`config.mk`:
```
export PLATFORM = sky130hd
export DESIGN_NAME = clock_divider_ctrl
export DESIGN_NICKNAME = d
export VERILOG_FILES = /design/src/rtl/clock_divider_ctrl.sv
export SDC_FILE = /design/constraint.sdc
export NUM_CORES = 1
export LEC_CHECK = 0
export CAP_MARGIN = 5
export CORE_MARGIN = 2
export CORE_UTILIZATION = 52
export DETAILED_ROUTE_END_ITERATION = 7
export PLACE_DENSITY = 0.82
export SETUP_SLACK_MARGIN = 0.05
export SLEW_MARGIN = 10
export SYNTH_ARGS = -nofsm -noshare
export SYNTH_HDL_FRONTEND = slang
export SYNTH_SLANG_ARGS = --single-unit
```
`constraint.sdc`:
```
create_clock -name clock_in -period 5.7 [get_ports clock_in]
set_input_delay 0.855 -clock clock_in [delete_from_list [all_inputs] [get_ports clock_in]]
set_output_delay 0.855 -clock clock_in [all_outputs]
set_load 0.03 [all_outputs]
```
`src/rtl/clock_divider_ctrl.sv`:
```
// clock_divider_ctrl: runtime-programmable clock-enable scheduler.
// Produces a registered divided clock level (clock_out) and a one-cycle
// tick on the last cycle of every period. Runs either free-running or
// for a fixed burst of periods. A stop request always finishes the
// current period first, so no truncated phase is ever emitted.
// Optional build macro CLKDIV_FREEZE_EN adds a freeze input that pauses
// counting while a run is active.
module clock_divider_ctrl #(
  parameter int DIV_W        = 28,
  parameter int CNT_W        = 16,
  parameter int DEFAULT_DIV  = 38,
  parameter int DEFAULT_HIGH = 1
) (
  input  logic             clock_in,
  input  logic             reset,
  input  logic             cfg_valid,
  output logic             cfg_ready,
  input  logic [DIV_W-1:0] cfg_divisor,
  input  logic [DIV_W-1:0] cfg_high,
  input  logic [CNT_W-1:0] cfg_ticks,
  input  logic             start,
  input  logic             stop,
`ifdef CLKDIV_FREEZE_EN
  input  logic             freeze,
`endif
  output logic             clock_out,
  output logic             tick,
  output logic             busy,
  output logic             done,
  output logic [CNT_W-1:0] tick_count
);

  typedef enum logic [1:0] {IDLE, RUN, STOPPING} state_t;

  state_t             state, state_n;
  logic [DIV_W-1:0]   cnt, cnt_n;
  logic [DIV_W-1:0]   div, div_n;
  logic [DIV_W-1:0]   high, high_n;
  logic [CNT_W-1:0]   ticks, ticks_n;
  logic [CNT_W-1:0]   tick_count_n;
  logic               clock_out_n, tick_n, done_n;

  logic [DIV_W-1:0]   cfg_div_c, cfg_high_c;
  logic               last, burst_end, frozen;
  logic [CNT_W-1:0]   tick_count_inc;

  // Config clamping: period at least 2, high phase within [1, div-1] so
  // both phases are always present.
  assign cfg_div_c  = (cfg_divisor < DIV_W'(2)) ? DIV_W'(2) : cfg_divisor;
  assign cfg_high_c = (cfg_high == '0)                   ? DIV_W'(1) :
                      (cfg_high > cfg_div_c - DIV_W'(1)) ? cfg_div_c - DIV_W'(1) :
                                                           cfg_high;

  assign last           = (cnt == div - DIV_W'(1));
  assign tick_count_inc = (tick_count == '1) ? tick_count : tick_count + CNT_W'(1);
  // Widened compare so ticks == all-ones still terminates correctly.
  assign burst_end      = (ticks != '0) &&
                          (({1'b0, tick_count} + (CNT_W+1)'(1)) == {1'b0, ticks});

`ifdef CLKDIV_FREEZE_EN
  assign frozen = freeze;
`else
  assign frozen = 1'b0;
`endif

  assign cfg_ready = (state == IDLE);
  assign busy      = (state != IDLE);

  // Next-state and next-output logic; every registered value is computed here.
  always_comb begin
    state_n      = state;
    cnt_n        = cnt;
    div_n        = div;
    high_n       = high;
    ticks_n      = ticks;
    tick_count_n = tick_count;
    clock_out_n  = 1'b0;
    tick_n       = 1'b0;
    done_n       = 1'b0;

    // Transfer only happens in IDLE; a start in the same cycle sees the new
    // values because counting begins on the following edge.
    if (cfg_valid && cfg_ready) begin
      div_n   = cfg_div_c;
      high_n  = cfg_high_c;
      ticks_n = cfg_ticks;
    end

    case (state)
      IDLE: begin
        cnt_n = '0;
        if (start) begin
          state_n      = RUN;
          tick_count_n = '0;
        end
      end
      RUN, STOPPING: begin
        if (frozen) begin
          // Hold the phase; a stop request is remembered but not acted on.
          clock_out_n = clock_out;
          if (stop && state == RUN) state_n = STOPPING;
        end else begin
          clock_out_n = (cnt < high);
          tick_n      = last;
          cnt_n       = last ? '0 : cnt + DIV_W'(1);
          if (last) begin
            tick_count_n = tick_count_inc;
            // Any of these ends the run at this period boundary; one done only.
            if (state == STOPPING || stop || burst_end) begin
              state_n = IDLE;
              done_n  = 1'b1;
            end
          end else if (stop) begin
            state_n = STOPPING;
          end
        end
      end
      default: state_n = IDLE;
    endcase
  end

  // State and output registers with synchronous reset (aborts any run).
  always_ff @(posedge clock_in) begin
    if (reset) begin
      state      <= IDLE;
      cnt        <= '0;
      clock_out  <= 1'b0;
      tick       <= 1'b0;
      done       <= 1'b0;
      tick_count <= '0;
      div        <= DIV_W'(DEFAULT_DIV);
      high       <= DIV_W'(DEFAULT_HIGH);
      ticks      <= '0;
    end else begin
      state      <= state_n;
      cnt        <= cnt_n;
      clock_out  <= clock_out_n;
      tick       <= tick_n;
      done       <= done_n;
      tick_count <= tick_count_n;
      div        <= div_n;
      high       <= high_n;
      ticks      <= ticks_n;
    end
  end

endmodule

```
Word-level counts from Yosys, hierarchy flattened
Cells that the tools add are included.

storage, ports and cells
  register bits after elaboration = 121
  latch bits = 0
  memory bits (writable) = 0
  bits in read-only memories = 0
  logic and storage cells = 58
  memories = 0

cells by class
  $add $sub $neg = 5
  $mul = 0
  div/mod/pow operators = 0
  magnitude comparators = 3
  eq/ne operators = 10
  shift-type cells = 0
  muxes and demuxes = 15
  bitwise operators = 2
  reduce and logical (&&, ||, !) cells = 14

operator list
  kind                     count
  $mux W28                 4
  $pmux W28 S2             1
  $sub A28 B1 Y28 const B  2
  $mux W16                 3
  $pmux W16 S2             1
  $add A28 B1 Y28 const B  1
  $eq A28 B28 Y1           1
  $gt A28 B28 Y1           1
  $logic_not A28 Y1        1
  $lt A28 B2 Y1 const B    1
  $lt A28 B28 Y1           1
  $add A16 B1 Y17 const B  1
  $eq A17 B16 Y1           1
  $add A16 B1 Y16 const B  1
  $eq A16 B16 Y1 const B   1
  $reduce_bool A16 Y1      1
  $mux W2                  4
  $ne A3 B3 Y1 const B     2
  $ne A2 B2 Y1 const B     2
  $pmux W2 S2              1
  $reduce_and A4 Y1        1
  $reduce_bool A2 Y1       2
  $reduce_or A2 Y1         2
  $reduce_and A3 Y1        1
  9 further kinds          12

Depth between registers and ports, before layout
Gate-level depths: netlist of the first run.

  depth in word-level cells = 7
  depth in mapped cells = 21
  mapped depth without buffers = 20

Least setup slack after synthesis of the first run
Ideal clock, no wire load.

  path type = input to register
  from = input port cfg_divisor[22]
  to = register high[19]
  library setup time = 87 ps
  data arrival time = 5744 ps
  data required time = 5613 ps
  setup slack = -132 ps
  stages on the path = 21
  cell sequence = or4_1 or4_1 nor4b_1 nand2_1 nand2_1 ha_1 nand3b_1 nor3_1 nand3_1 nor4_1 xnor2_1 ha_1 nand4_1 nor3_1 nand4_1 or3_1 nor4_2 clkbuf_1 a22o_1 a31oi_1 o31ai_1

on the way
  longest elaborated chain between the ends = 6

RTL lines
  item                    RTL line  text
  start: declaration      18        input logic [DIV_W-1:0] cfg_divisor,
  $lt A28 B2 Y1           49        assign cfg_div_c = (cfg_divisor < DIV_W'(2)) ? DIV_W'(2) : cfg_divisor;
  $mux W28 *              49
  $sub A28 B1 Y28 *       51        (cfg_high > cfg_div_c - DIV_W'(1)) ? cfg_div_c - DIV_W'(1) :
  $gt A28 B28 Y1          51
  $mux W28 *              51
  $mux W28 *              50        assign cfg_high_c = (cfg_high == '0) ? DIV_W'(1) :
  end signal: assignment  132       high <= DIV_W'(DEFAULT_HIGH);
  end signal: assignment  142       high <= high_n;
  end: declaration        38        logic [DIV_W-1:0] high, high_n;

Mark *: on every way between the ends. The rest lies on a longest branch, timed or not.
A chain may end at the register's enable or synchronous reset.

Final worst setup path of the first run
  from = input port cfg_divisor[22]
  to = register high[14]

Same word-level chain as after synthesis.

==> results of run 1 <==
-- routing by layer --
layer	part of all wire	up-vias
met5	0	-
met4	0.032	0
met3	0.088	90
met1	0.42	4373
met2	0.46	521
li1	-	4311
-- timing repair --
item,in CTS,in global routing
buffers inserted,20,6
gates cloned,2,2
setup endpoints to repair,28,28
pin swaps,15,17
gates resized for setup,15,16
-- power breakdown --
group,total [mW],switching (mW),internal (mW)
sequential,1.12,0.159,0.965
clock,0.974,0.400,0.574
combinational,1.36,0.832,0.529
total,3.46,1.39,2.07
-- area by class of cell --
class	instances	area (um^2)	area share
clock inverter	10	72.57	0.006507
timing repair buffer	179	1705	0.1529
inverter	43	161.4	0.01447
multi-input combinational	882	6056	0.5430
sequential	121	2422	0.2172
clock buffer	21	460.4	0.04128
tap	220	275.3	0.02468
-- through the flow --
step | area (um^2) | hold WS [ns] | instances | setup WS (ns)
CTS | 11000 | 0.4957 | 1469 | 0.05130
detailed placement | 10210 | 0.4830 | 1416 | -0.5400
finish | 11150 | 0.4961 | 1476 | 0.1758
global route | 11150 | 0.5144 | 1476 | 0.05258
floorplan | 8788 | 0.4481 | 1099 | 0.09011
global placement | 10210 | 0.4690 | 1416 | -0.3608
-- cell families (layout without fill, tap and decap cells) --
kind of cell,after synthesis,after routing,synth area share
multiplexers,8,8,0.009265
buffers and inverters,96,253,0.04817
flip-flops,121,121,0.2759
adder cells (fa/ha/maj),62,62,0.08837
XOR/XNOR,112,112,0.1117
AND/OR/NAND/NOR,480,480,0.2929
AO/OA/AOI/OAI,220,220,0.1736
-- flip-flops by register name, indices dropped and copies added (netlist names) --
name and cells:
cnt 28, div 28, high 28, tick_count 16, ticks 16, state 2
clock_out 1, done 1, tick 1
-- critical path: cells and delay by family --
| family | cells | cell delay (ns) |
|---|---|---|
| buf+inv | 18 | 2.17 |
| simple gates | 9 | 1.69 |
| compound gates | 4 | 0.90 |
| fa+ha+maj | 1 | 0.16 |
-- cells in the mapped netlist (4+ instances only) --
cell type / instances
nand2_1: 142
nand4_1: 24
a211oi_1: 7
o211ai_1: 15
xor2_1: 42
a21oi_1: 57
nor2b_1: 4
o21ai_0: 11
o311ai_0: 4
a22oi_1: 16
nand3_1: 62
xnor2_1: 70
and2_1: 7
ha_1: 62
a31oi_1: 27
a21o_1: 27
nor3_1: 27
nor2_1: 84
dfxtp_1: 121
a22o_1: 12
nor3b_1: 4
clkbuf_1: 37
nor4_1: 29
or3_1: 25
and3_1: 6
inv_1: 43
nand3b_1: 5
nand4b_1: 10
buf_4: 6
buf_1: 4
mux2i_1: 7
o31ai_1: 13
and4_1: 7
nand2b_1: 8
or4_1: 6
-- worst paths after layout --
| path | start | to | cells past startpoint |
|---|---|---|---|
| setup reg to reg | div[0]$_SDFFE_PP0P_ | cnt[9]$_SDFFE_PP0P_ | 10 |
| hold / removal | state[0]$_SDFFE_PP0P_ | state[0]$_SDFFE_PP0P_ | 2 |
| setup / recovery | cfg_divisor[22] | high[14]$_SDFFE_PP0P_ | 32 |
| hold reg to reg | state[0]$_SDFFE_PP0P_ | state[0]$_SDFFE_PP0P_ | 2 |
==> qor.csv, run 1 <==
metric;value;unit
Top Ports;98;
Layout area overhead;27.05;%
Nets;1383;
Chip Width;133.9;um
met1 usage;0.4145;
FMAX;0.1810;GHz
total CTS buffers;17;
Tot Pwr;3.460;mW
vias in the first global route;8580;
initial antenna violation count;0;
Antenna diodes;0;
CP Data Arrival Time;5.82;ns
max-slew violations;0;
CP Launch Type;input port;
most frequent cells in the layout;nand2_1, dfxtp_1, clkdlybuf4s50_1;
die height;133.9;um
port bufs;97;
CTS clk-pin slew, worst paths;0.06;ns
crit end category;flop;
drt first pass iters;6;
Leakage Power;4.231;nW
Main synth FF type;dfxtp_1;
largest net degree at the start of global routing;47;
Post-CTS Hold Fix Bufs;0;
# fillers;1272;
most common cell after layout, fill and taps aside;nand2_1;
gpl congestion;0.9537;
Max clock buf depth;2;
CP dominant cell by count;buf_4;
Yosys top cell by area;dfxtp_1;
number of distinct library cells after synthesis;79;
total negative setup slack;0;ns
Initial Util;0.5312;
EDFF count, synth;0;
clk sinks;121;
max cap viols;0;
Reg2Reg Setup Slack;2.17;ns
TritonCTS clock tree;yes;
unrepaired setup endpoints after global routing;no;
DRC viols;0;
initial drt markers;1004;
met3 GRT Util;0.05215;
GR peak layer;met2;
DRT Wirelength;28010;um
crit-path max cell delay;0.54;ns
Worst Setup Path Type;input port to flop;
area of the mapped netlist;8778;um^2
CP max FO;6;
average vias per placed instance;6.297;
slowest CP cell;or4_4;
post-synth top area share;0.2759;
proportion of layout cells with a drive suffix above 1;0.1274;
Synth Instances;1099;
antenna violation net count after detailed routing;0;
full die area;17940;um^2
wire length per cell;18.98;um
Mapped Avg Cell Area;7.988;um^2
Net Count, Synth;1238;
H-tree depth;4;
Post-synth ARST share;0;
relative slew slack;0.4318;
GR Overflow Total;0;
Tcrit/Tclk final;0.9692;
hpwl dp;19960;um
pwr/cell area;310.2;nW/um^2
Worst-Skew Late Latency;0.43;ns
clk_skew;0.01420;ns
total track usage;0.3043;
minimum clock period;5.524;ns
Via Count;9295;
Ys Warns;0;
largest cells by area after synthesis;dfxtp_1, ha_1, xnor2_1;
grt met2 use;0.4823;
Worst VDD drop;0.0002432;V
Final Hold Viols;0;
data required time of the worst path;6.00;ns
worst min path class;flop to flop;
endpoints failing setup;0;
first-pass GRT wire length;43800;um
sequential area share after synthesis;0.2759;
final core utilization;0.6749;
status;finished, final reports clean;
core area;16520;um^2
row cnt;47;
Root Buffer;clkbuf_16;
Worst-Margin Slew;0.8457;ns
#FFs+latches synth;121;
Power figures use the tool's default switching activity.
==> run 2: changes to the inputs <==
- SKIP_CTS_REPAIR_TIMING: default -> 1
==> run 2 against run 1 <==
Setup slack better by 0.036 ns; sequential power about the same; clock-buffer cell count unchanged; clock skew down 0.0067 ns; global-route usage fell by 1.1 points; critical endpoint is now high[13]$_SDFFE_PP0P_; largest cell class unchanged; largest power group unchanged.
==> qor.csv, run 2 (synthesis results as in run 1) <==
metric;value;unit
largest net degree at the start of global routing;47;
minimum clock period;5.489;ns
total CTS buffers;17;
DRC viols;0;
Final Hold Viols;0;
crit-path max cell delay;0.56;ns
first-pass GRT wire length;42390;um
total track usage;0.2931;
die height;133.9;um
CTS clk-pin slew, worst paths;0.05;ns
area of the multi-input gates;6081;um^2
slowest CP cell;or4_4;
Nets;1365;
row cnt;47;
average vias per placed instance;6.253;
CP Launch Type;input port;
Sequential Area;2422;um^2
worst min path class;flop to flop;
unrepaired setup endpoints after global routing;yes;
crit end category;flop;
relative slew slack;0.4187;
clk_skew;0.007507;ns
status;finished, final reports clean;
max cap viols;0;
Worst-Skew Late Latency;0.42;ns
core area;16520;um^2
Worst-Margin Slew;0.8652;ns
Largest regs;cnt: 28 flops, div: 28 flops, high: 28 flops;
worst-path cell chain;dlymetal6s2s_1 -> or4_4 -> or4_4 -> nor4b_4 -> buf_4 -> nand2_4 -> nand2_4 -> ha_4 -> nand3b_1 -> nor3_2 -> nand3_1 -> nor4_2 -> xnor2_1 -> ha_1 -> nand4_1 -> nor3_2 -> nand4_1 -> or3_4 -> nor4_4 -> buf_4 -> buf_12 -> a22o_1 -> a31oi_2 -> o31ai_2;
CP max FO;7;
Leakage Power;4.155;nW
pwr/cell area;311.1;nW/um^2
antenna violation net count after detailed routing;0;
drt first pass iters;6;
CP Data Arrival Time;5.81;ns
gpl congestion;0.9537;
Tcrit/Tclk final;0.9629;
Worst VDD drop;0.0002482;V
most frequent cells in the layout;nand2_1, dfxtp_1, clkdlybuf4s50_1;
Critical path buffers and inverters;4;
H-tree depth;4;
Worst Setup Path Type;input port to flop;
full die area;17940;um^2
GR Overflow Total;0;
data required time of the worst path;6.02;ns
proportion of layout cells with a drive suffix above 1;0.1163;
wire length per cell;18.56;um
Antenna diodes;0;
vias in the first global route;8361;
hpwl dp;19960;um
endpoints failing setup;0;
FMAX;0.1822;GHz
Post-DP Area;10210;um^2
initial drt markers;949;
CP delay by family, top;simple AND/OR/NAND/NOR gates;
Root Buffer;clkbuf_16;
Chip Width;133.9;um
max-slew violations;0;
port bufs;97;
most common cell after layout, fill and taps aside;nand2_1;
TritonCTS clock tree;yes;
total negative setup slack;0;ns
# fillers;1301;
Via Count;9117;
Top Ports;98;
clk sinks;121;
initial antenna violation count;0;
DRT Wirelength;27060;um
Layout area overhead;25.14;%
Initial Util;0.5312;
Tot Pwr;3.418;mW
Max clock buf depth;2;
fin area;10990;um^2
## run 2: final timing paths
check                                to  cells after the start             startpoint  slack (ns)
hold / removal    state[1]$_SDFFE_PP0P_                      2  state[1]$_SDFFE_PP0P_        0.50
hold reg to reg   state[1]$_SDFFE_PP0P_                      2  state[1]$_SDFFE_PP0P_        0.50
setup / recovery  high[13]$_SDFFE_PP0P_                     24        cfg_divisor[20]        0.21
setup reg to reg    cnt[9]$_SDFFE_PP0P_                     10    div[0]$_SDFFE_PP0P_        2.15
## run 2: final cells by class
type / count / area share
clock inverters: 10 / 0.006606
repair buffers: 161 / 0.1377
inverters: 43 / 0.01469
clock buffers: 21 / 0.04191
well taps: 220 / 0.02506
multi-input cells: 882 / 0.5535
flip-flops and latches: 121 / 0.2205
## run 2: power breakdown
part / switching, mW / internal (mW)
Combinational: 0.818 / 0.512
Sequential: 0.157 / 0.965
Clock: 0.391 / 0.574
## run 2: tightest hold or removal path, delay by kind of cell (launching register included)
kind / cells / cell delay (ns)
and+or+nand+nor: 1 / 0.06
DFF: 1 / 0.34
muxes: 1 / 0.05
## run 2: per-stage QoR
stage	setup slack, ns	std cells	utilization	hold WS (ns)
floorplan	0.09011	1099	-	0.4481
global placement	-0.3608	1416	0.6180	0.4690
detailed placement	-0.5400	1416	0.6180	0.4830
CTS	-0.1686	1447	0.6503	0.4957
global route	-0.03128	1458	0.6648	0.5144
finish	0.2114	1458	0.6648	0.5021
## run 2: routing by layer
metal,vias to the layer above,track usage,part of all wire
li1,4279,-,-
met1,4294,0.4081,0.43
met2,464,0.4615,0.46
met3,80,0.04611,0.080
met4,0,0.1017,0.030
met5,-,0,0
==> patch, RTL diff (config.mk and constraints of run 1) <==
Encoding of `state_t`: now one-hot (3 bits for 3 states).
--- a/src/rtl/clock_divider_ctrl.sv
+++ b/src/rtl/clock_divider_ctrl.sv
@@ -30,7 +30,7 @@
   output logic [CNT_W-1:0] tick_count
 );
 
-  typedef enum logic [1:0] {IDLE, RUN, STOPPING} state_t;
+  typedef enum logic [2:0] {IDLE = 3'b001, RUN = 3'b010, STOPPING = 3'b100} state_t;
 
   state_t             state, state_n;
   logic [DIV_W-1:0]   cnt, cnt_n;
Formal check against the unedited RTL: no difference found for any inputs over 4 cycles, from zero or initial values and one cycle with reset high; so few cycles prove little.
==> patch against run 1 <==
Core utilization is 0.85 points higher; synthesized area up 0.90%; final cell count grew 4.1%; count of clock-buffer cells in the layout shrank 1; cell area up 2.0%; worst setup slack worse by 0.10 ns; sequential cell count up 1; critical path depth is 9 lower; wire length grew 3.0%; global-route usage up 0.073 points; register-to-register slack got worse by 1.0 ns; highest routed layer unchanged.
Power is not compared: it rests on default switching activity, and its combinational part moved more than twofold at a synthesized area within 25%.
==> patch: results (changes against run 1) <==
Status = completed (unchanged)
Static Leak = 4.48 nW
Net Sw Power = 759 uW
WL final = 28.8 mm (was 28.0 mm)
Peak VDD IR = 0.000241 V
Synth Net Count = 1312 (was 1238)
Num CTS Buffers = 17 (unchanged)
Largest net degree at the start of global routing = 47 (unchanged)
Final GP Congestion = 0.980 (was 0.954)
Nets = 1440 (was 1383)
Routed vias = 9686 (was 9295)
Place WS = -0.599 ns (was -0.540 ns)
Final HPWL DP = 19.7 mm (was 20.0 mm)
Initial antenna violation count = 0 (unchanged)
Diodes inserted = 0 (unchanged)
CTS max path bufs = 2 (unchanged)
Commonest cells in the netlist = 184 x nand2_1, 122 x dfxtp_1, 95 x nor2_1 (was 142 x nand2_1, 121 x dfxtp_1, 84 x nor2_1)
Sequential share of the synthesized area = 27.6% (about the same)
Clk_lat worst skew = 0.43 ns (about the same)
Biggest regs = cnt: 28 flops, div: 28 flops, high: 28 flops (unchanged)
Fraction of registers with async set/reset = 0% (unchanged)
Min-delay worst type = reg -> reg (unchanged)
Flop-to-flop setup slack = 1.13 ns (was 2.17 ns)
Clock Pin Slew Worst Setup and Hold Paths = 0.06 ns (about the same)
Placement Cell Area = 10300 um2 (was 10200 um2)
Clock root cell = clkbuf_16 (unchanged)
CP arrival = 5.96 ns (was 5.82 ns)
Port bufs = 97 (unchanged)
First-pass GRT wire length = 44.4 mm (was 43.8 mm)
Iter 0 DRT Violations = 1004 (unchanged)
Final Skew = 0.00860 ns (was 0.0142 ns)
Fraction of layout cells with a size suffix above 1 = 12.6% (was 12.7%)
Synth cell types = 71 (was 79)
Crit Path Max Fanout = 11 (was 6)
DR pass1 iterations = 8 (was 6)
Tightest Pin Transition = 0.957 ns (was 0.846 ns)
Total Routing Usage GR = 30.5% (was 30.4%)
Vias in the first global route = 8713 (was 8580)
Synth area leaders = dfxtp_1 28%, ha_1 8.3%, nand2_1 7.8% (was dfxtp_1 28%, ha_1 8.8%, xnor2_1 7.0%)
Htree depth = 4 (unchanged)
Post-DRT Antenna Nets = 0 (unchanged)
Yosys warns = 0 (unchanged)
Max Freq = 178 MHz (was 181 MHz)
[patch: cells by family after synthesis]
kind of cell	count (synthesis)	share of synthesized area (%)
multiplexers	17	1.95
flip-flops	122	27.6
buffers and inverters	109	4.85
adder cells (fa/ha/maj)	59	8.33
XOR/XNOR	87	8.60
AO/OA/AOI/OAI	238	17.7
AND/OR/NAND/NOR	544	31.0
[patch: final timing paths]
check	from	to	cells after the start
max reg2reg	div[2]	cnt[4]	10
min reg2reg	high[4]	high[4]	2
max	cfg_divisor[11]	high[17]	23
min	high[4]	high[4]	2
[patch: power groups by stage]
stage	sequential (mW)	clock (mW)	combinational, mW
after CTS	0.946	1.16	0.507
after floorplan	0.942	0	0.304
after global placement	0.962	0	0.460
after global routing	0.954	1.21	0.589
final	0.950	1.17	0.545
after detailed placement	0.964	0	0.470
[patch: area by class of cell]
type / instances / area (um2)
inverters: 45 / 169
flip-flops and latches: 122 / 2440
clock buffers: 20 / 467
well taps: 220 / 275
repair buffers: 173 / 1630
clock inverters: 12 / 170
fillers: 1278 / 5270
multi-input cells: 945 / 6220
[patch: per-layer routing]
metal	vias up	part of all wire, %	global-route usage, %
li1	4484	-	-
met1	4538	42	41.5
met2	573	46	48.7
met3	91	9.0	4.77
met4	0	3.4	11.9
met5	-	0	0
[patch: critical path, cell delays in order]
cell	delay, ns
clkdlybuf4s50_1	0.41
or3_1	0.37
or3_4	0.40
nor4_4	0.27
nand3_1	0.13
nand2_1	0.15
ha_2	0.20
nand2_2	0.06
or2_4	0.26
or3_4	0.34
or2_4	0.29
nor4_4	0.20
xnor2_2	0.12
ha_2	0.31
nand4_1	0.13
nor4_2	0.37
nand3_1	0.18
nor2_4	0.15
nor2_4	0.07
buf_6	0.14
clkbuf_16	0.16
and2_1	0.16
o31ai_1	0.22
[patch: per-stage QoR]
step                      hold slack [ns]  cells  TNS, ns
final                               0.463   1537        0
after global routing                0.476   1537    -1.74
after CTS                           0.453   1534        0
after detailed placement            0.441   1482   -14.14
after global placement              0.438   1482    -9.96
after floorplan                     0.425   1176        0
[patch: repair_timing]
action | in CTS | in global routing
hold buffers | 0 | 0
buffers inserted | 18 | 6
gates cloned | 2 | 1
setup endpoints to repair | 28 | 28
resized for setup | 21 | 40
pin swaps | 9 | 31
